**config.mk**
```make
export PLATFORM = sky130hd
export DESIGN_NAME = period_meter
export DESIGN_NICKNAME = d
export VERILOG_FILES = /design/src/rtl/period_meter_pkg.sv /design/src/rtl/sync_edge_det.sv /design/src/rtl/period_meter.sv
export SDC_FILE = /design/constraint.sdc
export NUM_CORES = 1
export LEC_CHECK = 0
export ABC_AREA = 1
export CORE_AREA = 2 2 114 144
export CTS_CLUSTER_SIZE = 24
export DETAILED_ROUTE_END_ITERATION = 8
export DIE_AREA = 0 0 116 146
export PLACE_DENSITY = 0.67
export SKIP_CTS_REPAIR_TIMING = 1
export SLEW_MARGIN = 0
export SYNTH_ARGS = -nofsm -noshare
export SYNTH_HDL_FRONTEND = slang
export SYNTH_SLANG_ARGS = --single-unit
export TNS_END_PERCENT = 50
```
**constraint.sdc**
```tcl
create_clock -name clk -period 4.55 [get_ports clk]
set_input_delay 0.91 -clock clk [delete_from_list [all_inputs] [get_ports clk]]
set_output_delay 0.91 -clock clk [all_outputs]
set_load 0.02 [all_outputs]
```
**src/rtl/period_meter_pkg.sv**
```systemverilog
// -----------------------------------------------------------------------------
// period_meter_pkg
//   Shared definitions for the period meter and its input conditioning.
//   - pm_state_e      : measurement FSM states (ARM, SEEK, RUN, LOST)
//   - DEF_SYNC_STAGES : default synchronizer depth for asynchronous inputs
//   - DEF_TIMEOUT     : default number of clk cycles without a rise before
//                       the input is declared lost
//   - ARM_SETTLE_EXTRA: extra cycles ARM waits beyond the synchronizer depth
//                       before it trusts the synchronized level
// -----------------------------------------------------------------------------
package period_meter_pkg;

    typedef enum logic [1:0] {
        ARM  = 2'd0,
        SEEK = 2'd1,
        RUN  = 2'd2,
        LOST = 2'd3
    } pm_state_e;

    localparam int DEF_SYNC_STAGES  = 2;
    localparam int DEF_TIMEOUT      = 100_000_000;
    localparam int ARM_SETTLE_EXTRA = 1;

endpackage : period_meter_pkg

```
**src/rtl/sync_edge_det.sv**
```systemverilog
// -----------------------------------------------------------------------------
// sync_edge_det
//   Brings an asynchronous level into the clk domain through a chain of
//   SYNC_STAGES flops and derives single-cycle rise/fall pulses from it.
//   Reusable for slow external inputs such as buttons and switches.
//
// Parameters
//   SYNC_STAGES : synchronizer depth, must be >= 2
//
// Ports
//   clk     in   system clock, rising edge
//   reset   in   synchronous, active-high; clears every flop to 0
//   d_async in   asynchronous input level
//   s       out  synchronized level
//   rise    out  1 for one cycle when s goes 0 -> 1
//   fall    out  1 for one cycle when s goes 1 -> 0
//
// An edge on d_async shows up on rise/fall SYNC_STAGES+1 clk edges later,
// give or take one cycle of sampling uncertainty. rise and fall are
// mutually exclusive because both are decoded from the same (s, p) pair.
// -----------------------------------------------------------------------------
import period_meter_pkg::*;

module sync_edge_det #(
    parameter int SYNC_STAGES = DEF_SYNC_STAGES
) (
    input  logic clk,
    input  logic reset,
    input  logic d_async,
    output logic s,
    output logic rise,
    output logic fall
);

    logic [SYNC_STAGES-1:0] sync_q;
    logic [SYNC_STAGES-1:0] sync_d;
    logic                   prev_q;
    logic                   prev_d;

    // New sample enters at bit 0, the synchronized level leaves at the MSB.
    always_comb begin
        sync_d = {sync_q[SYNC_STAGES-2:0], d_async};
        prev_d = sync_q[SYNC_STAGES-1];
    end

    always_ff @(posedge clk) begin
        if (reset) begin
            sync_q <= '0;
            prev_q <= 1'b0;
        end else begin
            sync_q <= sync_d;
            prev_q <= prev_d;
        end
    end

    assign s    = sync_q[SYNC_STAGES-1];
    assign rise = s & ~prev_q;
    assign fall = ~s & prev_q;

endmodule : sync_edge_det

```
**src/rtl/period_meter.sv**
```systemverilog
// -----------------------------------------------------------------------------
// period_meter
//   Measures a slow square wave in system clk cycles. For every full input
//   cycle it reports the period (rise to rise) and the high time (rise to
//   the following fall) together with a one-cycle valid strobe, and flags
//   loss of signal when no rise arrives within TIMEOUT cycles.
//
// Parameters
//   CNT_W       : width of the interval counter and period/high_time outputs
//   SYNC_STAGES : synchronizer depth on sig_in (>= 2)
//   TIMEOUT     : cycles without a rise before the signal is lost
//                 (2 < TIMEOUT < 2**CNT_W)
//   EDGE_W      : width of the measurement counter meas_cnt
//
// Ports
//   clk       in   system clock, rising edge
//   reset     in   synchronous, active-high
//   sig_in    in   asynchronous signal under measurement
//   period    out  clk cycles between the last two detected rises
//   high_time out  clk cycles from a rise to the following fall within the
//                  last measured period (0 when no fall was seen)
//   valid     out  one-cycle strobe when period/high_time update
//   timeout   out  level, high while the signal is considered lost
//   meas_cnt  out  number of valid strobes issued, wraps at 2**EDGE_W
//
// Output protocol: valid is a pure strobe with no back-pressure. period,
// high_time and meas_cnt change only on the cycle valid is high and hold
// their values otherwise (including through LOST), so a consumer may
// either capture on valid or read the held values at any time.
//
// FSM: ARM -> SEEK -> RUN <-> LOST. The state register state_q is kept as
// a plain 2-bit vector so it can be observed and bound to directly.
// -----------------------------------------------------------------------------
import period_meter_pkg::*;

module period_meter #(
    parameter int CNT_W       = 32,
    parameter int SYNC_STAGES = DEF_SYNC_STAGES,
    parameter int TIMEOUT     = DEF_TIMEOUT,
    parameter int EDGE_W      = 16
) (
    input  logic              clk,
    input  logic              reset,
    input  logic              sig_in,
    output logic [CNT_W-1:0]  period,
    output logic [CNT_W-1:0]  high_time,
    output logic              valid,
    output logic              timeout,
    output logic [EDGE_W-1:0] meas_cnt
);

    // -------------------------------------------------------------------------
    // State encodings and constants
    // -------------------------------------------------------------------------
    localparam logic [1:0] ST_ARM  = ARM;
    localparam logic [1:0] ST_SEEK = SEEK;
    localparam logic [1:0] ST_RUN  = RUN;
    localparam logic [1:0] ST_LOST = LOST;

    localparam logic [CNT_W-1:0]  CNT_ONE   = CNT_W'(1);
    localparam logic [CNT_W-1:0]  TIMEOUT_C = CNT_W'(TIMEOUT);
    localparam logic [CNT_W-1:0]  SETTLE_C  = CNT_W'(SYNC_STAGES + ARM_SETTLE_EXTRA);
    localparam logic [EDGE_W-1:0] MC_ONE    = EDGE_W'(1);

    // -------------------------------------------------------------------------
    // Input conditioning
    // -------------------------------------------------------------------------
    logic s;
    logic rise;
    logic fall;

    sync_edge_det #(
        .SYNC_STAGES (SYNC_STAGES)
    ) u_sync_edge_det (
        .clk     (clk),
        .reset   (reset),
        .d_async (sig_in),
        .s       (s),
        .rise    (rise),
        .fall    (fall)
    );

    // -------------------------------------------------------------------------
    // Registers
    // -------------------------------------------------------------------------
    logic [1:0]        state_q,  state_d;
    logic [CNT_W-1:0]  cnt_q,    cnt_d;     // cycles since the last rise
    logic [CNT_W-1:0]  hi_q,     hi_d;      // high time latched at the fall
    logic [CNT_W-1:0]  period_q, period_d;
    logic [CNT_W-1:0]  high_q,   high_d;
    logic              valid_q,  valid_d;
    logic              tmo_q,    tmo_d;
    logic [EDGE_W-1:0] mcnt_q,   mcnt_d;

    // -------------------------------------------------------------------------
    // Next-state logic
    // -------------------------------------------------------------------------
    always_comb begin
        state_d  = state_q;
        cnt_d    = cnt_q;
        hi_d     = hi_q;
        period_d = period_q;
        high_d   = high_q;
        valid_d  = 1'b0;
        tmo_d    = tmo_q;
        mcnt_d   = mcnt_q;

        case (state_q)
            // The synchronizer flops are cleared by reset, so s reads 0 for
            // a few cycles after release even when sig_in is high. cnt is
            // reused as a settle counter so that ARM only trusts s once the
            // chain has refilled with the real input level; otherwise a high
            // level at reset release would look like a first rise.
            ST_ARM: begin
                if (cnt_q != SETTLE_C) begin
                    cnt_d = cnt_q + CNT_ONE;
                end else if (!s) begin
                    cnt_d   = '0;
                    state_d = ST_SEEK;
                end
            end

            // First rise only opens an interval; nothing to report yet.
            ST_SEEK: begin
                if (rise) begin
                    cnt_d   = CNT_ONE;
                    hi_d    = '0;
                    state_d = ST_RUN;
                end
            end

            // A rise closes the interval even when cnt has just reached
            // TIMEOUT, so a period of exactly TIMEOUT is still measured.
            ST_RUN: begin
                if (rise) begin
                    period_d = cnt_q;
                    high_d   = hi_q;
                    valid_d  = 1'b1;
                    mcnt_d   = mcnt_q + MC_ONE;
                    cnt_d    = CNT_ONE;
                    hi_d     = '0;
                end else begin
                    if (fall) begin
                        hi_d = cnt_q;
                    end
                    // cnt stops at TIMEOUT, so it can never wrap.
                    if (cnt_q == TIMEOUT_C) begin
                        tmo_d   = 1'b1;
                        state_d = ST_LOST;
                    end else begin
                        cnt_d = cnt_q + CNT_ONE;
                    end
                end
            end

            // The rise that ends LOST restarts timing but does not report:
            // the interval before it is not a real period.
            ST_LOST: begin
                if (rise) begin
                    tmo_d   = 1'b0;
                    cnt_d   = CNT_ONE;
                    hi_d    = '0;
                    state_d = ST_RUN;
                end
            end

            default: begin
                state_d = ST_ARM;
                cnt_d   = '0;
            end
        endcase
    end

    // -------------------------------------------------------------------------
    // State update
    // -------------------------------------------------------------------------
    always_ff @(posedge clk) begin
        if (reset) begin
            state_q  <= ST_ARM;
            cnt_q    <= '0;
            hi_q     <= '0;
            period_q <= '0;
            high_q   <= '0;
            valid_q  <= 1'b0;
            tmo_q    <= 1'b0;
            mcnt_q   <= '0;
        end else begin
            state_q  <= state_d;
            cnt_q    <= cnt_d;
            hi_q     <= hi_d;
            period_q <= period_d;
            high_q   <= high_d;
            valid_q  <= valid_d;
            tmo_q    <= tmo_d;
            mcnt_q   <= mcnt_d;
        end
    end

    // -------------------------------------------------------------------------
    // Outputs
    // -------------------------------------------------------------------------
    assign period    = period_q;
    assign high_time = high_q;
    assign valid     = valid_q;
    assign timeout   = tmo_q;
    assign meas_cnt  = mcnt_q;

endmodule : period_meter

```
# Yosys cells after proc, flatten, opt, wreduce, memory -nomap -nowiden
# Index checks and enable logic that the tools add are counted.
[classes]
addsub = 2
mux = 21
eq_ne = 14
n_reduce_logical = 10
bitwise_logic = 5
[op_table]
columns = ["operator", "n"]
rows = [
  ["two-way mux 32 bit", 8],
  ["one-hot mux 32 bit (3 select lines)", 1],
  ["one-hot mux 32 bit (2 select lines)", 1],
  ["adder 32 x 1 -> 32 bit, second input constant", 1],
  ["== test 32 x 27 -> 1 bit, second input constant", 1],
  ["inequality test 32 x 2 -> 1 bit, second input constant", 1],
  ["adder 16 x 1 -> 16 bit, second input constant", 1],
  ["two-way mux 2 bit", 5],
  ["inequality test 2 bit, second input constant", 5],
  ["inequality test 3 bit, second input constant", 3],
  ["one-hot mux 2 bit (3 select lines)", 1],
  ["AND reduction 3 bit", 2],
  ["AND reduction 5 bit", 1],
  ["== test 2 bit, second input constant", 2],
  ["two-way mux 1 bit", 4],
  ["AND reduction 4 bit", 1],
  ["nonzero test 2 bit", 2],
  ["OR reduction 2 bit", 2],
  ["NOT 1 bit", 3],
  ["AND 1 bit", 2],
  ["== test 2 x 1 -> 1 bit, second input constant", 1],
  ["zero test 2 bit", 1],
  ["inequality test 2 x 1 -> 1 bit, second input constant", 1],
  ["one-hot mux 1 bit (2 select lines)", 1],
  ["AND reduction 2 bit", 1],
]
[word_totals]
ff_bits = 151
elab_cells = 62
input_bits = 3
out_inout_bits = 82

# Logic depth before layout (Yosys ltp)
# Gate-level depths: netlist (run 1).
[depth]
word_depth = 5
ltp_mapped = 14
ltp_nobuf = 13

# By module
# A second synthesis (run 1) with hierarchy kept.
[unflattened]
cells_unflattened = 933
area_unflattened_um2 = 6655.1
[modules_own_cells]
columns = ["module", "cells_per_inst", "area_per_inst_um2", "seq_area_each_um2", "instances"]
rows = [
  ["period_meter", 921, 6561.3, 2962.8, 1],
  ["sync_edge_det", 12, 93.8, 60.1, 1],
]

# Least setup slack after synthesis (run 1)
# No wires, ideal clock.
[synth_timing]
path_kind = "input -> register"
startpoint = "in reset"
endpoint = "reg high_q[27] (netlist: high_time[27])"
setup_time_ns = 0.135
arrival_time_ns = 1.779
cell_stages = 4
path_slack_ns = 2.636
n_path_buf = 3
required_ns = 4.415
cell_sequence = "buf_2 -> clkbuf_1 -> clkbuf_1 -> a21oi_1"
[synth_lines]
columns = ["item", "line_no", "source"]
rows = [
  ["start, declared", "period_meter.sv:43", "input logic reset,"],
  ["end signal, assigned", "period_meter.sv:192", "high_q <= high_d;"],
  ["end, declared", "period_meter.sv:90", "logic [CNT_W-1:0] high_q, high_d;"],
]
# No word-level cell between the ends.

# Worst setup path after layout (run 1)
[layout_timing]
startpoint = "reg state_q[0]"
endpoint = "reg cnt_q[21]"
[layout_via]
elab_chain_len = 4
elab_cells_between_ends = 10
classes_between = "eq/ne: 6; mux: 1; reduce/logical: 3"
[layout_rtl]
columns = ["item", "line_no", "source"]
rows = [
  ["start, declared", "period_meter.sv:86", "logic [1:0] state_q, state_d;"],
  ["start signal, assigned", "period_meter.sv:188", "state_q <= state_d;"],
  ["== test 2 bit / == test 2 x 1 -> 1 bit (equally long branches)", "period_meter.sv:108", "case (state_q)"],
  ["OR reduction 2 bit (no line)", "n/a", ""],
  ["inequality test 2 x 1 -> 1 bit (no line)", "n/a", ""],
  ["AND reduction 3 bit (no line)", "n/a", ""],
  ["end signal, assigned", "period_meter.sv:189", "cnt_q <= cnt_d;"],
  ["end, declared", "period_meter.sv:87", "logic [CNT_W-1:0] cnt_q, cnt_d;"],
]
# Several ways; a longest one is shown, not always the timed one.
# A chain may end at the register's enable or synchronous reset.

==> results of run 1 <==
## cells by family after synthesis
| group | after synthesis |
|---|---|
| buffers and inverters | 122 |
| AOI/OAI and AO/OA | 204 |
| DFF | 151 |
| and+or+nand+nor | 487 |
| adders and majority gates | 4 |
| xor gates and xnor gates | 1 |
## state kept, by name, indices dropped and copies added (netlist names)
signal and cells:
meas_cnt 16, cnt_q 32, hi_q 32, state_q 2, timeout 1, valid 1, u_sync_edge_det.sync_q 2, u_sync_edge_det.prev_q 1
high_time 32, period 32
## routing by layer
metal	GRT usage, %	wire length [µm]	up-vias
met1	30.88	8580	3000
met4	10.60	751	0
li1	-	-	3317
met5	0	0	-
met3	4.207	1039	52
met2	33.25	8291	251
## cell type report
type                       count  area, µm²  share of cell area, %
clock buffer                  18      439.2                  5.271
timing repair buffer          91      890.9                  10.69
multi-input combinational    696       3316                  39.80
inverter                      60      225.2                  2.703
clock inverter                14      172.7                  2.072
sequential                   151       3023                  36.28
tap                          212      265.3                  3.184
## worst min path at each step
stage                         startpoint                   endpoint  slack [ps]  depth (start not counted)
5_1_grt        u_sync_edge_det.sync_q[0]  u_sync_edge_det.sync_q[1]         440                          2
4_1_cts        u_sync_edge_det.sync_q[0]  u_sync_edge_det.sync_q[1]         410                          2
3_5_place_dp   u_sync_edge_det.sync_q[0]  u_sync_edge_det.sync_q[1]         400                          2
6_report       u_sync_edge_det.sync_q[0]  u_sync_edge_det.sync_q[1]         410                          2
2_1_floorplan  u_sync_edge_det.sync_q[0]  u_sync_edge_det.sync_q[1]         390                          2
3_3_place_gp   u_sync_edge_det.sync_q[0]  u_sync_edge_det.sync_q[1]         390                          2
## worst register-to-register path: stages, from the launching register on
cell and delay, ps:
dfxtp_1 370, inv_2 640, nor2_1 130, inv_1 290, nand3_4 400, inv_1 480
nand3_1 130, nand2_1 100, nor2_1 40
## Yosys cell counts
cell       count  area share (%)
nand2_2       12             1.1
buf_6          1            0.16
o21ai_2        1            0.13
o21ai_1        1           0.073
nand3_2        1            0.15
a21oi_1      129             9.4
o2111ai_1     17             2.2
nand2_1      270              15
xnor2_1        1            0.13
a21oi_2       10             1.3
inv_2          9            0.49
nor2_2         4            0.36
dfxtp_1      151              44
nand4_1       46             4.2
buf_2         19             1.4
nor3_2         1            0.15
nor3_1         3            0.22
nand3_1       34             2.5
nor2_4         3            0.49
ha_1           4            0.73
o21a_1         1            0.11
o21ai_0       44             3.2
buf_12         2            0.58
and2_1         2            0.18
a31oi_1        1           0.091
clkbuf_1      39             2.1
nor2_8         1            0.29
nor2_1       105             5.7
inv_1         51             2.8
nand3_4        2            0.51
buf_4          1            0.11
nor3b_1        2            0.22
and3_1         1           0.091
## stage by stage
step / cell area, µm² / hold WS [ps]
2_1_floorplan: 6860 / 388.3
3_3_place_gp: 7720 / 393.5
3_5_place_dp: 7720 / 400.6
4_1_cts: 8332 / 410.8
5_1_grt: 8332 / 438.8
6_report: 8332 / 407.8
## power by group through the flow
| stage | clock, W | combinational, W | sequential [W] |
|---|---|---|---|
| after floorplan | 0 | 0.000365 | 0.00140 |
| after global placement | 0 | 0.000427 | 0.00140 |
| after detailed placement | 0 | 0.000425 | 0.00140 |
| after CTS | 0.00147 | 0.000427 | 0.00138 |
| after global routing | 0.00153 | 0.000470 | 0.00138 |
| final | 0.00144 | 0.000430 | 0.00138 |
==> out/qor.txt, run 1 <==
status: completed
mux cell area share after synthesis: 0%
Synth Register Bits: 151
Critical Path AT: 3010 ps
part of the power in registers: 42.4%
post-synthesis instance total: 969
worst path required time: 4870 ps
CP cell instances: inv_2 -> nor2_1 -> inv_1 -> nand3_4 -> inv_1 -> nand3_1 -> nand2_1 -> nor2_1
Post-Syn Nets: 976
Clock Root Buffer: clkbuf_16
Antenna Violating Nets Remaining: 0
CTS H-Tree Depth: 4
row count: 51
pre-CTS WS: 1929 ps
Final #Nets: 1024
initial antenna violation count: 0
CP Launch Point: state_q[0]
total core area: 0.01544 mm²
clock sinks: 151
top cell family by delay on the critical path: buffers and inverters
combinational family with the most area after synthesis: simple AND/OR/NAND/NOR gates
Synth Cell Area: 0.006860 mm²
Initial Util: 44.43%
actual slew at the worst max-slew pin: 849.8 ps
# DRC: 0
peak supply drop: 262.3 µV
Switch Pwr: 0.0009370 W
Buf/Inv on CP: 3
TNS Setup: 0 ps
initial DRC count: 694
CTS tree: yes
share of cells above drive strength 1: 8.350%
Crit Path Max Fanout: 52
Synth Area in Simple Gates: 30.95%
die area: 0.01694 mm²
Compound-Gate Fraction of Synth Area: 16.47%
Port Buf Inserts: 84
CTS clk-pin slew, worst paths: 60 ps
fmax: 371.4 MHz
Slew HR: 43.26%
WL/cell: 15.03 µm
xor and xnor area share after synthesis: 0.1277%
diodes inserted: 0
Die Y: 146 µm
switch share: 28.82%
fillers: 1534
Setup CP Type: reg2reg
Ys Warns: 0
Crit. path cell count: 8
post-route insts no fill: 1242
most common cell after layout, fill and taps aside: nand2_1
worst setup path endpoint: cnt_q[21]
RSZ-0062 raised after global routing: false
synthesized area per cell: 7.080 µm²
largest net degree at the start of global routing: 71
vias: 6620
critical path startpoint category: flip-flop
total power: 0.003251 W
Leakage: 2.842 nW
Fin Clk Skew: 11.20 ps
commonest cells after routing, fill and taps aside: nand2_1, dfxtp_1, a21oi_1, nor2_1, clkdlybuf4s50_1
Clock Latency Late Sink: 430 ps
final WL: 18660 µm
Vias per Instance: 5.330
final worst path period need: 2692 ps
Seq/Total Area, Yosys: 44.06%
worst reg2reg endpoint: cnt_q[21]
reg2reg setup slack: 1860 ps
via count of the first global-routing pass: 5832
max incr delay on CP: 640 ps
synth unique cells: 33
worst r2r src: state_q[0]
max-cap violations: 0
Inserted Clock Buffers: 17
slowest CP cell: inv_2
# setup viols final: 0
internal power: 0.002314 W
max-slew violations: 0
fin util: 53.95%
global-route wire length before repair: 30040 µm
pwr dens: 390.2 mW/mm²
DP Cell Count: 1210
Comb power frac: 13.2%
CTS Buffer Depth: 2
HP Class: reg2reg
final hold viol count: 0
total iterations of the first detailed-routing run: 5
GRT Total Usage: 22.30%
period utilization: 59.17%
Final WS setup: 1858 ps
P&R area growth vs syn: 21.45%
Die Span X: 116 µm
Post-Synth Adder-Cell Area: 0.7295%
crit end category: flip-flop
Worst R2R Path Depth: 8
io pins: 85
Clock Power Share: 44.4%
GRT overflow: 0
hpwl dp: 12820 µm
final RePlAce weighted congestion: 1.012
No activity file was read; power rests on OpenSTA's default activity.
==> inputs of run 2 (changes only) <==
--- a/config.mk
+++ b/config.mk
@@ -10,7 +10,7 @@
 export CTS_CLUSTER_SIZE = 24
 export DETAILED_ROUTE_END_ITERATION = 8
 export DIE_AREA = 0 0 116 146
-export PLACE_DENSITY = 0.67
+export PLACE_DENSITY = 0.69
 export SKIP_CTS_REPAIR_TIMING = 1
 export SLEW_MARGIN = 0
 export SYNTH_ARGS = -nofsm -noshare
==> constraint.sdc (replaced) <==
create_clock -name clk -period 2.2 [get_ports clk]
set_input_delay 0.44 -clock clk [delete_from_list [all_inputs] [get_ports clk]]
set_output_delay 0.44 -clock clk [all_outputs]
set_load 0.02 [all_outputs]
==> out/qor.txt, run 2 (same netlist as run 1, synthesis figures left out) <==
max-slew violations: 0 (unchanged)
P&R area growth vs syn: 25.33% (was 21.45%)
Critical Path AT: 2380 ps (was 3010 ps)
global-route wire length before repair: 30930 µm (was 30040 µm)
initial DRC count: 624 (was 694)
Post-Layout Inst Area: 0.008598 mm² (was 0.008332 mm²)
worst path required time: 2520 ps (was 4870 ps)
final RePlAce weighted congestion: 0.9772 (was 1.012)
total core area: 0.01544 mm² (unchanged)
CTS clk-pin slew, worst paths: 60 ps (about the same)
status: completed (unchanged)
DP Area: 0.007963 mm² (was 0.007720 mm²)
final hold viol count: 0 (unchanged)
clock sinks: 151 (unchanged)
reg2reg setup slack: 140 ps (was 1860 ps)
io pins: 85 (unchanged)
Crit Path Max Fanout: 14 (was 52)
pwr dens: 796.1 mW/mm² (was 390.2 mW/mm²)
HP Class: in2reg (was reg2reg)
Initial Util: 44.43% (unchanged)
Inserted Clock Buffers: 17 (unchanged)
final WL: 19360 µm (was 18660 µm)
TNS Setup: 0 ps (unchanged)
Antenna Violating Nets Remaining: 0 (unchanged)
critical path startpoint category: flip-flop (unchanged)
worst r2r src: cnt_q[17] (was state_q[0])
Port Buf Inserts: 84 (unchanged)
# setup viols final: 0 (unchanged)
fillers: 1511 (was 1534)
CTS tree: yes (unchanged)
Worst R2R Path Depth: 10 (was 8)
row count: 51 (unchanged)
sequential standard cell area: 0.003025 mm² (was 0.003023 mm²)
WL/cell: 15.22 µm (was 15.03 µm)
via count of the first global-routing pass: 5954 (was 5832)
CP cell instances: inv_2 -> nand2_1 -> nor2_1 -> nand2_1 -> nor2_2 -> nand3_4 -> nand3_4 -> buf_4 -> o21ai_4 -> nor2_1 (was inv_2 -> nor2_1 -> inv_1 -> nand3_4 -> inv_1 -> nand3_1 -> nand2_1 -> nor2_1)
crit end category: flip-flop (unchanged)
diodes inserted: 0 (unchanged)
die area: 0.01694 mm² (unchanged)
slowest CP cell: dfxtp_1 (was inv_2)
Clock Latency Late Sink: 440 ps (was 430 ps)
max-cap violations: 0 (unchanged)
Final #Nets: 1054 (was 1024)
most common cell after layout, fill and taps aside: nand2_1 (unchanged)
max incr delay on CP: 660 ps (was 640 ps)
Die Span X: 116 µm (unchanged)
vias: 6626 (was 6620)
Fin Clk Skew: 14.82 ps (was 11.20 ps)
Leakage: 2.997 nW (was 2.842 nW)
worst setup path endpoint: cnt_q[1] (was cnt_q[21])
Slew HR: 62.68% (was 43.26%)
fmax: 485.4 MHz (was 371.4 MHz)
actual slew at the worst max-slew pin: 559.9 ps (was 849.8 ps)
CTS H-Tree Depth: 4 (unchanged)
Vias per Instance: 5.209 (was 5.330)
total power: 0.006845 W (was 0.003251 W)
pre-CTS WS: 72.91 ps (was 1929 ps)
Die Y: 146 µm (unchanged)
hpwl dp: 13780 µm (was 12820 µm)
largest net degree at the start of global routing: 87 (was 71)
post-route insts no fill: 1272 (was 1242)
initial antenna violation count: 0 (unchanged)
final worst path period need: 2060 ps (was 2692 ps)
area of the multi-input gates: 0.003328 mm² (was 0.003316 mm²)
CP Launch Point: cnt_q[17] (was state_q[0])
CTS Buffer Depth: 2 (unchanged)
Clock Root Buffer: clkbuf_16 (unchanged)
total iterations of the first detailed-routing run: 5 (unchanged)
GRT Total Usage: 23.32% (was 22.30%)
peak supply drop: 407.6 µV (was 262.3 µV)
hold depth: 2 (unchanged)
GRT overflow: 0 (unchanged)
Setup CP Type: reg2reg (unchanged)
period utilization: 93.65% (was 59.17%)
worst reg2reg endpoint: cnt_q[1] (was cnt_q[21])
DP Cell Count: 1239 (was 1210)
share of cells above drive strength 1: 11.42% (was 8.350%)
RSZ-0062 raised after global routing: true (was false)
commonest cells after routing, fill and taps aside: nand2_1, dfxtp_1, a21oi_1, nor2_1, clkdlybuf4s50_1 (unchanged)
Final WS setup: 139.7 ps (was 1858 ps)
# DRC: 0 (unchanged)
run 2: per-stage QoR:
stage | utilization, % | hold slack (ps)
final | 55.68 | 361.6
after detailed placement | 51.56 | 401.7
after global placement | 51.56 | 403.0
after global routing | 55.68 | 355.5
after floorplan | - | 388.3
after CTS | 55.51 | 351.0
run 2: how the worst min path moves through the flow:
stage | startpoint | endpoint | slack [ps]
finish | reset | cnt_q[19] | 360
global route | reset | cnt_q[19] | 360
floorplan | u_sync_edge_det.sync_q[0] | u_sync_edge_det.sync_q[1] | 390
global placement | u_sync_edge_det.sync_q[0] | u_sync_edge_det.sync_q[1] | 400
CTS | reset | cnt_q[19] | 350
detailed placement | u_sync_edge_det.sync_q[0] | u_sync_edge_det.sync_q[1] | 400
run 2: report_power, final:
part / switching [W] / internal [W] / total [W]
sequential: 0.0000591 / 0.00278 / 0.00284
clock: 0.00119 / 0.00178 / 0.00297
combinational: 0.000769 / 0.000273 / 0.00104
total: 0.00202 / 0.00483 / 0.00685
run 2: metal layers:
layer	vias to the layer above	global-route usage, %	routed length [µm]
li1	3378	-	-
met1	2960	32.02	8882
met2	245	35.03	8644
met3	43	4.998	1222
met4	0	10.42	613
met5	-	0	0
run 2: layout make-up:
class	instances	share of cell area, %
Multi-Input combinational cell	696	38.71
Timing Repair Buffer	120	13.18
Timing Repair inverter	1	0.08731
Sequential cell	151	35.19
Clock inverter	12	1.659
Inverter	60	2.663
Tap cell	212	3.085
Clock buffer	20	5.428
run 2: worst max-delay path: cells and delay by family (launching register included):
kind	cells	cell delay, ps
simple gates	7	690
flops	1	660
buf+inv	2	380
compound gates	1	210
